--- src/rtl/had_pkg.sv ---
// Shared types and helpers for the Hadamard coefficient display path.
package had_pkg;

  localparam int unsigned HAD_COEFF_W = 7;
  localparam int unsigned HAD_BLK_LEN = 16;

  typedef enum logic [1:0] {
    StIdle  = 2'd0,
    StFetch = 2'd1,
    StHold  = 2'd2
  } disp_state_t;

  // {sign, |x|}; |x| keeps the full coefficient width so the most negative value has no overflow.
  function automatic logic [HAD_COEFF_W:0] sign_mag(input logic [HAD_COEFF_W-1:0] x);
    logic [HAD_COEFF_W-1:0] mag;
    mag = x[HAD_COEFF_W-1] ? -x : x;
    return {x[HAD_COEFF_W-1], mag};
  endfunction

endpackage

--- src/rtl/had_hold_timer.sv ---
// Loadable down-counter; stops at zero and flags it.
module had_hold_timer #(
  parameter int unsigned Width = 10
) (
  input  logic             clk,
  input  logic             rst_n,
  input  logic             load_i,
  input  logic [Width-1:0] load_val_i,
  output logic             zero_o
);

  logic [Width-1:0] cnt_q, cnt_d;

  always_comb begin
    cnt_d = cnt_q;
    if (load_i) begin
      cnt_d = load_val_i;
    end else if (cnt_q != '0) begin
      cnt_d = cnt_q - 1'b1;
    end
  end

  always_ff @(posedge clk or negedge rst_n) begin
    if (!rst_n) begin
      cnt_q <= '0;
    end else begin
      cnt_q <= cnt_d;
    end
  end

  assign zero_o = (cnt_q == '0);

endmodule

--- src/rtl/had_coeff_display.sv ---
// Pops Hadamard coefficients one at a time, shows them in sign-magnitude on the LEDs for a
// fixed hold time, and logs each block into a readback buffer.
module had_coeff_display
  import had_pkg::*;
#(
  parameter int unsigned DW          = HAD_COEFF_W,
  parameter int unsigned HOLD_CYCLES = 1000,
  parameter int unsigned BLK_LEN     = HAD_BLK_LEN,
  parameter int unsigned RD_LAT      = 1
) (
  input  logic          clk,
  input  logic          rst_n,
  input  logic          fifo_empty,
  input  logic [DW-1:0] fifo_dout,
  output logic          fifo_rd_en,
  input  logic          enable,
  output logic [DW:0]   led_out,
  output logic [3:0]    coeff_idx,
  output logic          disp_valid,
  output logic          block_done,
  input  logic [3:0]    rb_addr,
  output logic [DW-1:0] rb_data
);

  localparam int unsigned CntW    = $clog2(HOLD_CYCLES);
  localparam logic [3:0]  LastIdx = 4'(BLK_LEN - 1);

  disp_state_t state_q, state_d;
  logic [DW:0]   led_q;
  logic [3:0]    idx_q;
  logic [3:0]    wr_idx_q, wr_idx_d;
  logic          valid_q;
  logic          done_q;
  logic [DW-1:0] rb_q;
  logic [DW-1:0] blk_buf_q [BLK_LEN];

  logic            tmr_load;
  logic [CntW-1:0] tmr_val;
  logic            tmr_zero;
  logic            pop, capture, expire;

  // Gated by rst_n so no pop can leak out while reset is held with a non-empty FIFO.
  assign pop     = rst_n && (state_q == StIdle) && enable && !fifo_empty;
  assign capture = (state_q == StFetch) && tmr_zero;
  assign expire  = (state_q == StHold) && tmr_zero;

  // One timer serves both the read-latency wait and the display hold.
  always_comb begin
    state_d  = state_q;
    tmr_load = 1'b0;
    tmr_val  = '0;
    unique case (state_q)
      StIdle: begin
        if (pop) begin
          state_d  = StFetch;
          tmr_load = 1'b1;
          tmr_val  = CntW'(RD_LAT - 1);
        end
      end
      StFetch: begin
        if (tmr_zero) begin
          state_d  = StHold;
          tmr_load = 1'b1;
          tmr_val  = CntW'(HOLD_CYCLES - 1);
        end
      end
      StHold: begin
        if (tmr_zero) state_d = StIdle;
      end
      default: state_d = StIdle;
    endcase
  end

  assign wr_idx_d = (wr_idx_q == LastIdx) ? 4'd0 : wr_idx_q + 4'd1;

  had_hold_timer #(
    .Width (CntW)
  ) u_hold_timer (
    .clk        (clk),
    .rst_n      (rst_n),
    .load_i     (tmr_load),
    .load_val_i (tmr_val),
    .zero_o     (tmr_zero)
  );

  always_ff @(posedge clk or negedge rst_n) begin
    if (!rst_n) begin
      state_q  <= StIdle;
      led_q    <= '0;
      idx_q    <= '0;
      wr_idx_q <= '0;
      valid_q  <= 1'b0;
      done_q   <= 1'b0;
      rb_q     <= '0;
    end else begin
      state_q <= state_d;
      rb_q    <= blk_buf_q[rb_addr];
      done_q  <= expire && (idx_q == LastIdx);
      if (capture) begin
        led_q    <= sign_mag(fifo_dout);
        idx_q    <= wr_idx_q;
        wr_idx_q <= wr_idx_d;
        valid_q  <= 1'b1;
      end else if ((state_q == StIdle) && !enable) begin
        valid_q <= 1'b0;
      end
    end
  end

  // Buffer contents survive reset; readback always sees pre-write data on a same-address hit.
  always_ff @(posedge clk) begin
    if (capture) blk_buf_q[wr_idx_q] <= fifo_dout;
  end

  assign fifo_rd_en = pop;
  assign led_out    = led_q;
  assign coeff_idx  = idx_q;
  assign disp_valid = valid_q;
  assign block_done = done_q;
  assign rb_data    = rb_q;

endmodule
--- config.mk ---
export PLATFORM = sky130hd
export DESIGN_NAME = had_coeff_display
export DESIGN_NICKNAME = d
export VERILOG_FILES = /design/src/rtl/had_pkg.sv /design/src/rtl/had_hold_timer.sv /design/src/rtl/had_coeff_display.sv
export SDC_FILE = /design/constraint.sdc
export NUM_CORES = 1
export LEC_CHECK = 0
export CAP_MARGIN = 5
export CORE_MARGIN = 1
export CORE_UTILIZATION = 34
export DETAILED_ROUTE_END_ITERATION = 8
export GPL_TIMING_DRIVEN = 0
export PLACE_DENSITY = 0.57
export SYNTH_ARGS = -nofsm -noshare
export SYNTH_HDL_FRONTEND = slang
export SYNTH_HIERARCHICAL = 1
export SYNTH_SLANG_ARGS = --single-unit
--- constraint.sdc ---
create_clock -name clk -period 2.7 [get_ports clk]
set_clock_uncertainty 0.15 [all_clocks]
set_input_delay 0.405 -clock clk [delete_from_list [all_inputs] [get_ports clk]]
set_output_delay 0.405 -clock clk [all_outputs]
set_load 0.005 [all_outputs]
# After elaboration in Yosys (flattened, before gate mapping)

Memory sizes are Yosys's and may differ from the RTL's. A register that Yosys moved wholly into a read port is not among the register bits.
Cells that the tools add are included.

Memories: 1
Latch bits: 0
Bits in registers: 30
Bits in writable memories: 112
Bits of input ports: 15
Memory bits (read-only): 0

Memory list:

| name      | words | width | read ports | clocked after memory_dff | write ports | RTL line                | RTL |
|---|---|---|---|---|---|---|---|
| blk_buf_q | 16    | 7     | 1          | 1                        | 1           | had_coeff_display.sv:35 | `logic [DW-1:0] blk_buf_q [BLK_LEN];` |

Divide/modulo/power cells: 0
Shift-type cells: 0
Equality and inequality tests: 7
Mux-type cells: 17
Reduce and logical (&&, ||, !) cells: 16
Bitwise logic cells: 0
Order comparisons: 0
Multipliers: 0
Add/sub/neg operators: 3

Operator list:

| cell                                                                  | number |
|---|---|
| 10-bit two-way mux                                                    | 4 |
| 10-bit logical NOT                                                    | 1 |
| 10-bit nonzero test                                                   | 1 |
| 10-bit by 1-bit subtractor with 10-bit output (second input constant) | 1 |
| 4-bit == test (second input constant)                                 | 2 |
| 1-bit logical AND                                                     | 7 |
| 7-bit two-way mux                                                     | 1 |
| 7-bit negator                                                         | 1 |
| 1-bit two-way mux                                                     | 6 |
| 2-bit two-way mux                                                     | 3 |
| 2-bit inequality test (second input constant)                         | 3 |
| 2-bit case mux with 3 select lines                                    | 1 |
| 4-bit by 1-bit adder with 4-bit output (second input constant)        | 1 |
| 4-bit two-way mux                                                     | 1 |
| 2-bit nonzero test                                                    | 2 |
| 1-bit logical NOT                                                     | 3 |
| 3-bit AND reduction                                                   | 1 |
| 2-bit by 1-bit == test with 1-bit output (second input constant)      | 1 |
| 2-bit == test (second input constant)                                 | 1 |
| 2-bit logical NOT                                                     | 1 |
| 1-bit case mux with 2 select lines                                    | 1 |

# Depth between registers and ports, before layout

Depth in word-level cells: 7
Gate-level depth with buffers: 14

# By module

Netlist, hierarchy kept.

By module, submodules not included:

| module            | cells each | seq. area each (µm²) | area each (µm²) | times used |
|---|---|---|---|---|
| had_coeff_display | 301        | 4038.9               | 5520.3          | 1 |
| had_hold_timer    | 63         | 250.2                | 606.8           | 1 |

# Worst setup path before layout

Ideal clock, no wire load.

Path type: reg-to-reg
From: register u_hold_timer.cnt_q[0]
To: memory blk_buf_q[10][0] (netlist bit) (enable)
Cell stages (with the launch flop): 11
Library setup time: 326 ps
Arrival: 2113 ps
Path buffers: 2
Slack: 111 ps
Path through: dfrtp_1 inv_1 ha_1 nor3b_1 and3_1 buf_6 nor2b_1 nand2_1 clkbuf_1 nor3b_1 and2_1

Longest elaborated chain between the ends: 4

Ends and longest elaborated chain:

| item                                    | RTL line                 | RTL |
|---|---|---|
| start, declared                         | had_hold_timer.sv:12     | `logic [Width-1:0] cnt_q, cnt_d;` |
| start signal, assigned                  | had_hold_timer.sv:27     | `cnt_q <= cnt_d;` |
| 10-bit logical NOT                      | had_hold_timer.sv:31     | `assign zero_o = (cnt_q == '0);` |
| via tmr_zero                            | had_coeff_display.sv:39  | `logic tmr_zero;` |
| 1-bit logical AND                       | had_coeff_display.sv:44  | `assign capture = (state_q == StFetch) && tmr_zero;` |
| 1-bit two-way mux                       | had_coeff_display.sv:112 | `if (capture) blk_buf_q[wr_idx_q] <= fifo_dout;` |
| 1-bit two-way mux (not written as such) | had_coeff_display.sv:112 |  |
| end, declared                           | had_coeff_display.sv:35  |  |

The timed path passes the listed nets, and every way through them passes these cells.

# Worst setup path after layout

From: register u_hold_timer.cnt_q[0]
To: memory blk_buf_q[12][0] (netlist bit) (enable)

The elaborated chain is that of the path after synthesis.

==> flow_summary.yaml <==
outcome:
  outcome: "finished clean"
cells_and_area:
  diodes: 0
  drive_gt1_frac: 0.204
  final_cell_mix: "edfxtp_1, dfrtp_1, nand2_1"
  fin_area_sq_um: 7580
  final_common_cell: "edfxtp_1"
  post-route-util: 0.434
  area_growth_pct: 23.7
  fill_cells: 1550
  seqCellArea_sq_um: 4290
  final_net_count: 445
  multi_input_area_sq_um: 1800
  stdcell_count: 662
global_routing:
  first_global_vias: 3438
  grt_use_total: 0.153
  grt_max_degree: 38
  grt_antenna_before_repair: 0
  grt_pass1_wl_um: 20100
  grt_overflow_total: 0
yosys:
  synth.largest_area_cell: "edfxtp_1"
  synthMuxAreaShare: 0.121
  synth_compound_area_frac: 0.0480
  synth_ff_type: "edfxtp_1"
  synthSimpleGateAreaFrac: 0.0780
  syn_inst: 364
  synth-edff-count: 112
  syn_area_sq_um: 6130
  yosysWarningCount: 6
  synth_top_area_share: 0.549
  yosysUniqueCellTypes: 39
  synth-xor-area-share: 0.0172
  seq_area_frac_synth: 0.700
  syn_area_per_cell_sq_um: 16.8
  synth_top_family_by_area: "multiplexers"
  synthTopCellsByArea: "edfxtp_1, dfrtp_1, mux4_1, mux4_2, nand2_1"
  synthArstFlopShare: 0.248
  synthAdderAreaFrac: 0.0123
  synth_seq_cells: 149
run:
  maxCapViolations: 0
detailed_routing:
  ant_nets: 0
  wirelength_um: 12900
  dr.first_iter.drc_count: 171
  firstDrtPassIters: 5
  wl_per_cell_um: 19.5
  drt-vias-per-instance: 4.98
  num_vias: 3295
  drc: 0
timing:
  setup_tns_ns: 0
  rsz0062_at_grt: "yes"
  post-route-period-util: 0.974
  max_freq_mhz: 380
  finalCriticalPeriod_ns: 2.63
  relSlewSlack: 0.389
  setup_violations: 0
  worst_slew_pin_slew_ns: 0.914
  final-hold-violation-count: 0
  slew_viol_final: 0
pwr:
  ir_drop_mv: 0.427
  power.density_nw_per_um2: 828
  p_leak_nw: 2.73
placement:
  numPortBuffers: 34
  hpwl_um: 8220
  dpl.cell_count: 625
  place_congestion: 0.726
  dpl_cell_area_sq_um: 6770
cts:
  cts_tree: "done"
  clkLatencyLatePin_ns: 0.41
  cts_made_buffers: 17
  clk_path_buf_depth: 2
  clkSlewWorstSetupHoldPaths_ns: 0.06
  clock_sinks: 149
  cts_root_buf: "clkbuf_16"
  htreeDepth: 4
floorplan:
  fp-row-count: 48
  dieArea_sq_um: 18600
  die_y_um: 136
  core_area_sq_um: 17500
  io_pins: 37
  die_x_um: 136
  start_util: 0.351
critical_path:
  crit_path_end_kind: "register"
  worstSetupStartpointType: "register"
  cp.required_ns: 2.65
  critPathMaxFanout: 9
  arrival_ns: 2.58
  criticalPathCategory: "register to register"
worst_hold_path:
  hold_path.class: "register to register"
-- registers in the layout, indices dropped and copies added (netlist names) --
name	count
rb_data	7
state_q	2
wr_idx_q	4
u_hold_timer/cnt_q	10
led_out	8
blk_buf_q	112
block_done	1
coeff_idx	4
disp_valid	1
-- layout make-up --
cell class / count / share of cell area
sequential: 149 / 0.566
multi-input combinational: 191 / 0.238
clock buffer: 19 / 0.0571
timing repair buffer: 40 / 0.0538
tap: 225 / 0.0371
clock inverter: 13 / 0.0272
buffer: 15 / 0.0163
inverter: 10 / 0.00495
-- Yosys cell counts, types with 3 or more instances --
| master | count |
|---|---|
| edfxtp_1 | 112 |
| dfrtp_1 | 37 |
| nand2_1 | 37 |
| mux4_1 | 17 |
| nor2_1 | 15 |
| o21ai_0 | 15 |
| a22oi_1 | 14 |
| and2_1 | 14 |
| mux4_2 | 11 |
| inv_1 | 10 |
| xnor2_1 | 8 |
| clkbuf_1 | 6 |
| ha_1 | 6 |
| nor2b_1 | 6 |
| a21oi_1 | 5 |
| and3_1 | 5 |
| buf_2 | 5 |
| a211oi_1 | 4 |
| xor2_1 | 4 |
| mux2i_1 | 3 |
| nand2b_1 | 3 |
| nor3_1 | 3 |
| o31ai_1 | 3 |
-- where the power goes --
part           switching, mW  internal, mW
sequential             0.171          2.65
combinational          0.416         0.491
clock                  0.907          1.64
total                   1.49          4.78
-- kinds of logic (layout without fill, tap and decap cells) --
family | after synthesis | count (layout)
other cells | 1 | 2
flops | 149 | 149
buf+inv | 25 | 97
xor+xnor | 12 | 12
mux | 32 | 32
fa+ha+maj | 6 | 6
simple gates | 94 | 94
compound gates | 45 | 45
-- metrics by stage --
step                power (mW)  hold slack (ns)  setup slack [ns]
floorplan                 3.31          -0.0406             0.111
global placement          3.68            0.329             -1.21
detailed placement        3.71            0.238            -0.512
CTS                       6.28            0.341           -0.0373
global route              6.55            0.376           -0.0493
finish                    6.27            0.338            0.0713
-- layer usage --
| layer | GRT usage | vias up | wire [um] | part of all wire |
|---|---|---|---|---|
| met3 | 0.0433 | 2 | 778 | 0.060 |
| met5 | 0 | - | 0 | 0 |
| li1 | - | 1522 | - | - |
| met2 | 0.240 | 99 | 6270 | 0.49 |
| met1 | 0.205 | 1672 | 5820 | 0.45 |
| met4 | 0.0444 | 0 | 33 | 0.0026 |
-- critical path, stage by stage, from the launching register on --
cell and delay (ns):
dfrtp_1 0.38, inv_1 0.09, ha_2 0.20, nor3b_4 0.20, and3_4 0.20, buf_6 0.13
nor2b_4 0.15, nand2_1 0.08, inv_1 0.18, and2_1 0.21, and3_2 0.33
-- what timing repair did --
item                                    in CTS  in global routing
hold buffers                                 2                  0
pin swaps                                    3                  5
resized for setup                           29                 24
hold endpoints to repair                    37                  0
buffers inserted                             0                  3
endpoints found under the setup margin     122                122
-- final timing paths --
check	start	endpoint	slack, ns	cells after the start
setup / recovery	u_hold_timer/cnt_q[0]$_DFFE_PN0P_	blk_buf_q[12][0]$_DFFE_PP_	0.07	10
hold / removal	led_out[0]$_DFFE_PN0P_	led_out[0]$_DFFE_PN0P_	0.34	2
setup reg to reg	u_hold_timer/cnt_q[0]$_DFFE_PN0P_	blk_buf_q[12][0]$_DFFE_PP_	0.07	10
hold reg to reg	led_out[0]$_DFFE_PN0P_	led_out[0]$_DFFE_PN0P_	0.34	2
max in group asynchronous	rst_n	led_out[5]$_DFFE_PN0P_	1.66	4
min in group asynchronous	rst_n	rb_data[6]$_DFF_PN0_	0.51	4
(Power assumes the default switching activity.)
==> patch 1: new RTL, config.mk and constraints unchanged <==
The 3 states of `disp_state_t` get a one-hot encoding in 3 bits.
--- a/src/rtl/had_pkg.sv
+++ b/src/rtl/had_pkg.sv
@@ -4,10 +4,10 @@
   localparam int unsigned HAD_COEFF_W = 7;
   localparam int unsigned HAD_BLK_LEN = 16;
 
-  typedef enum logic [1:0] {
-    StIdle  = 2'd0,
-    StFetch = 2'd1,
-    StHold  = 2'd2
+  typedef enum logic [2:0] {
+    StIdle  = 3'b001,
+    StFetch = 3'b010,
+    StHold  = 3'b100
   } disp_state_t;
 
   // {sign, |x|}; |x| keeps the full coefficient width so the most negative value has no overflow.
Check against the original RTL: no difference found for any inputs over 10 cycles, from zero or initial values and one cycle with rst_n low; not proved beyond that.
==> patch 1 against the unedited design <==
  * Routed wire length rose by 0.25%
  * Design area increased by 0.81%
  * Power shrank 12%
  * Critical path depth down 6
  * Setup slack improved by 0.026 ns
  * Area after synthesis grew 1.2%
  * Sequential cell count up 1
  * Maximum frequency up 1.0%
  * Global-route usage fell by 0.33 points
  * Largest cell class unchanged
  * Highest routed layer unchanged
==> patch 1: results (changes against the unedited design) <==
EDFF count, synth 112 (unchanged); share of cells above drive strength 1 20.7% (+0.35 points); R2R Path End blk_buf_q[2][6]; CP peak stage delay 0.55 ns (+0.17 ns); end of the critical path fifo_rd_en; root buf cell clkbuf_16; met3 Usage GRT 3.78% (-0.55 points); largest register by flop count blk_buf_q; Slowest cell on crit path dfstp_2; first-pass GRT wire length 20000 um (-0.31%); register area share after synthesis 69.6% (-0.40 points); antenna violations before repair 0 (unchanged); total number of vias 3427 (+4.0%); M2 GR Usage 24.0% (-0.065 points); number of synthesized register bits 150 (+0.67%); cells on worst reg2reg path 9 (-1); R2R setup slack 0.12 ns (+0.05 ns); status completed; peak supply drop 0.406 mV (-4.8%); worst r2r src u_hold_timer/cnt_q[0]; WL/cell 19.1 um (-2.1%); Lkg Pwr 2.76 nW (+1.2%); number of global-route vias before repair 3497 (+1.7%); Area contributors post-synth edfxtp_1 (54%), dfrtp_1 (15%), mux4_1 (7.2%); most frequent cells after synthesis edfxtp_1 (112), dfrtp_1 (37), nand2_1 (36); met3 WL 557 um (-28%); critical path peak fanout 3 (-6); H-Tree Depth 4 (unchanged); pre-CTS setup slack -0.748 ns (-0.237 ns); WL met1 5980 um (+2.8%); met1 GRT Util 19.8% (-0.70 points); worst skew pair latency 0.42 ns; Nets 457 (+2.7%); largest net degree at the start of global routing 26 (-32%); crit path launch type register; Critical Path Start state_q[0]; buffers added on ports 34 (unchanged); min cycle time layout 2.60 ns (-0.0260 ns); ANT cells 0 (unchanged); dpl hpwl 8330 um (+1.4%); cts bufs inserted 17 (unchanged); met2 WL 6270 um (about the same); Rel. slew slack 41.3% (+2.4 points); CP top delay family buffers and inverters; FFs w/ async S/R, synth 25.3% (+0.50 points); DRT iter0 DRCs 254 (+49%); Worst-path clk slew 0.06 ns (about the same); Largest register FFs 112 (unchanged); ys flop type edfxtp_1; placer congestion estimate 0.731 (+0.74%); top sig layer met4; clock buffer depth 2 (unchanged); GRT Util Overall 14.9% (-0.33 points); Distinct cells, synth 45 (+15%); worst hold path type in2reg; Synth warnings 6 (unchanged); post-place instance area 6850 sq um (+1.1%); Critical Path AT 2.05 ns (-0.53 ns); DR pass1 iterations 4 (-1)
patch 1: area by class of cell:
class	instances	area [sq um]
clock buffer	18	429
inverter	11	41.3
fill	1586	10300
tap	229	287
clock inverter	14	148
multi-input combinational	193	1820
buffer	16	123
sequential	150	4320
timing repair buffer	47	482
patch 1: stage by stage:
stage | TNS, ns | std cells | power [mW]
after global placement | -33.98 | 633 | 3.19
final | 0 | 678 | 5.50
after floorplan | -1.29 | 370 | 3.03
after global routing | -0.00414 | 678 | 5.70
after CTS | 0 | 676 | 5.53
after detailed placement | -21.78 | 634 | 3.22
patch 1: kinds of logic after synthesis:
kind of cell | count (synthesis) | synth area share [%]
flip-flops | 150 | 69.6
XOR/XNOR | 10 | 1.41
buffers and inverters | 27 | 2.42
adder cells (fa/ha/maj) | 6 | 1.21
other | 1 | 0.0605
AND/OR/NAND/NOR | 96 | 8.31
AO/OA/AOI/OAI | 47 | 5.05
multiplexers | 32 | 11.9
patch 1: power by group:
part	leakage (nW)	internal [mW]	switching [mW]	total, mW
sequential	1.46	2.57	0.0963	2.67
combinational	1.03	0.276	0.248	0.525
clock	0.275	1.37	0.936	2.30
total	2.76	4.22	1.28	5.50
patch 1: worst min-delay path by stage:
stage	startpoint	end	slack [ns]	cells after the start
detailed placement	rst_n	led_out[2]	0.21	1
global route	rst_n	state_q[1]	0.36	5
global placement	led_out[0]	led_out[0]	0.33	2
floorplan	rst_n	block_done	-0.04	0
CTS	rst_n	state_q[1]	0.33	5
finish	rst_n	state_q[1]	0.34	5
patch 1: timing repair:
item	CTS	global route
resized for setup	19	21
hold buffers	3	0
endpoints found under the hold margin	37	0
pin swaps	4	2
gates cloned	0	0
setup endpoints to repair	67	121
setup buffers	7	2
==> patch 2: new RTL, config.mk and constraints unchanged <==
Without the edit above. Change the parameter `HOLD_CYCLES` from 1000 to 4000.
--- a/src/rtl/had_coeff_display.sv
+++ b/src/rtl/had_coeff_display.sv
@@ -4,7 +4,7 @@
   import had_pkg::*;
 #(
   parameter int unsigned DW          = HAD_COEFF_W,
-  parameter int unsigned HOLD_CYCLES = 1000,
+  parameter int unsigned HOLD_CYCLES = 4000,
   parameter int unsigned BLK_LEN     = HAD_BLK_LEN,
   parameter int unsigned RD_LAT      = 1
 ) (
Behaviour: no difference found for any inputs over 10 cycles, from zero or initial values and one cycle with rst_n low; that may be too few to reach the edited logic, so the function may still have changed.
==> patch 2 against the unedited design <==
  * Design area rose by 1.7%
  * Non-clock buffer count up 9
  * Maximum frequency up 0.92%
  * Area after synthesis grew 1.8%
  * Sequential cell count grew 2
  * First-iteration DRC count increased by 51%
  * Die area rose by 1.8%
  * Setup slack better by 0.024 ns
  * Routed wire length down 0.57%
  * Sequential share of layout area fell by 0.27 points
  * Critical path type unchanged
  * Critical endpoint is now blk_buf_q[10][2]
Power is not compared: it rests on default switching activity, and its combinational part moved more than twofold at a synthesized area within 25%.
==> patch 2: results (changes against the unedited design) <==
status completed; dpl hpwl 8190 um (-0.28%); Area contributors post-synth edfxtp_1 (54%), dfrtp_1 (16%), mux4_1 (7.2%); Pwr Total approximately 5.1 mW; sequential cell area share 56.3% (-0.27 points); worst min-delay path startpoint led_out[6]; GRT Util Overall 14.8% (-0.49 points); Hold WS 0.327 ns (-0.0107 ns); cells after synthesis 373 (+2.5%); Critical Path AT 2.57 ns (about the same); number of global-route vias before repair 3515 (+2.2%); Buffers excl. clock 64 (+16%); sequential cells 151 (+1.3%); met3 WL 510 um (-34%); register area share after synthesis 69.6% (-0.43 points); Slowest cell on crit path or4_4; end of the critical path blk_buf_q[10][2]; Critical Path Start u_hold_timer/cnt_q[4]; vias per cell 5.04 (+1.2%); layout filler cell count 1593 (+2.8%); met3 Usage GRT 4.16% (-0.17 points); WL met1 6030 um (+3.7%); met2 WL 6170 um (-1.6%); post-place instance area 6980 sq um (+3.2%); met1 GRT Util 19.4% (-1.1 points); DR pass1 iterations 4 (-1); R2R setup slack 0.1 ns (+0.02 ns); Tightest Pin Transition 0.815 ns (-0.0991 ns); total number of vias 3436 (+4.3%)
## patch 2: cell count changes in the layout (fill, tap and decap cells not counted), sizes merged, moves of 4 or more
| cell | change |
|---|---|
| buf | +7 |
| inv | +4 |
| nor2 | -5 |
| nand2 | -5 |
## patch 2: repair_timing
item	CTS	global route
endpoints found under the hold margin	10	0
setup buffers	5	5
gates resized for setup	14	5
pin swaps	4	4
endpoints found under the setup margin	132	124
hold buffers	3	0
## patch 2: kinds of logic after synthesis
| family | synth area share [%] |
|---|---|
| XOR/XNOR | 1.40 |
| AO/OA/AOI/OAI | 5.76 |
| buffers and inverters | 2.37 |
| other | 0.0601 |
| adder cells (fa/ha/maj) | 1.40 |
| AND/OR/NAND/NOR | 7.28 |
| flip-flops | 69.6 |
| multiplexers | 12.2 |
## patch 2: worst max-delay path: cells and delay by family (launching register included)
kind / cells / cell delay, ns
simple gates: 6 / 1.63
flops: 1 / 0.38
buf+inv: 1 / 0.14
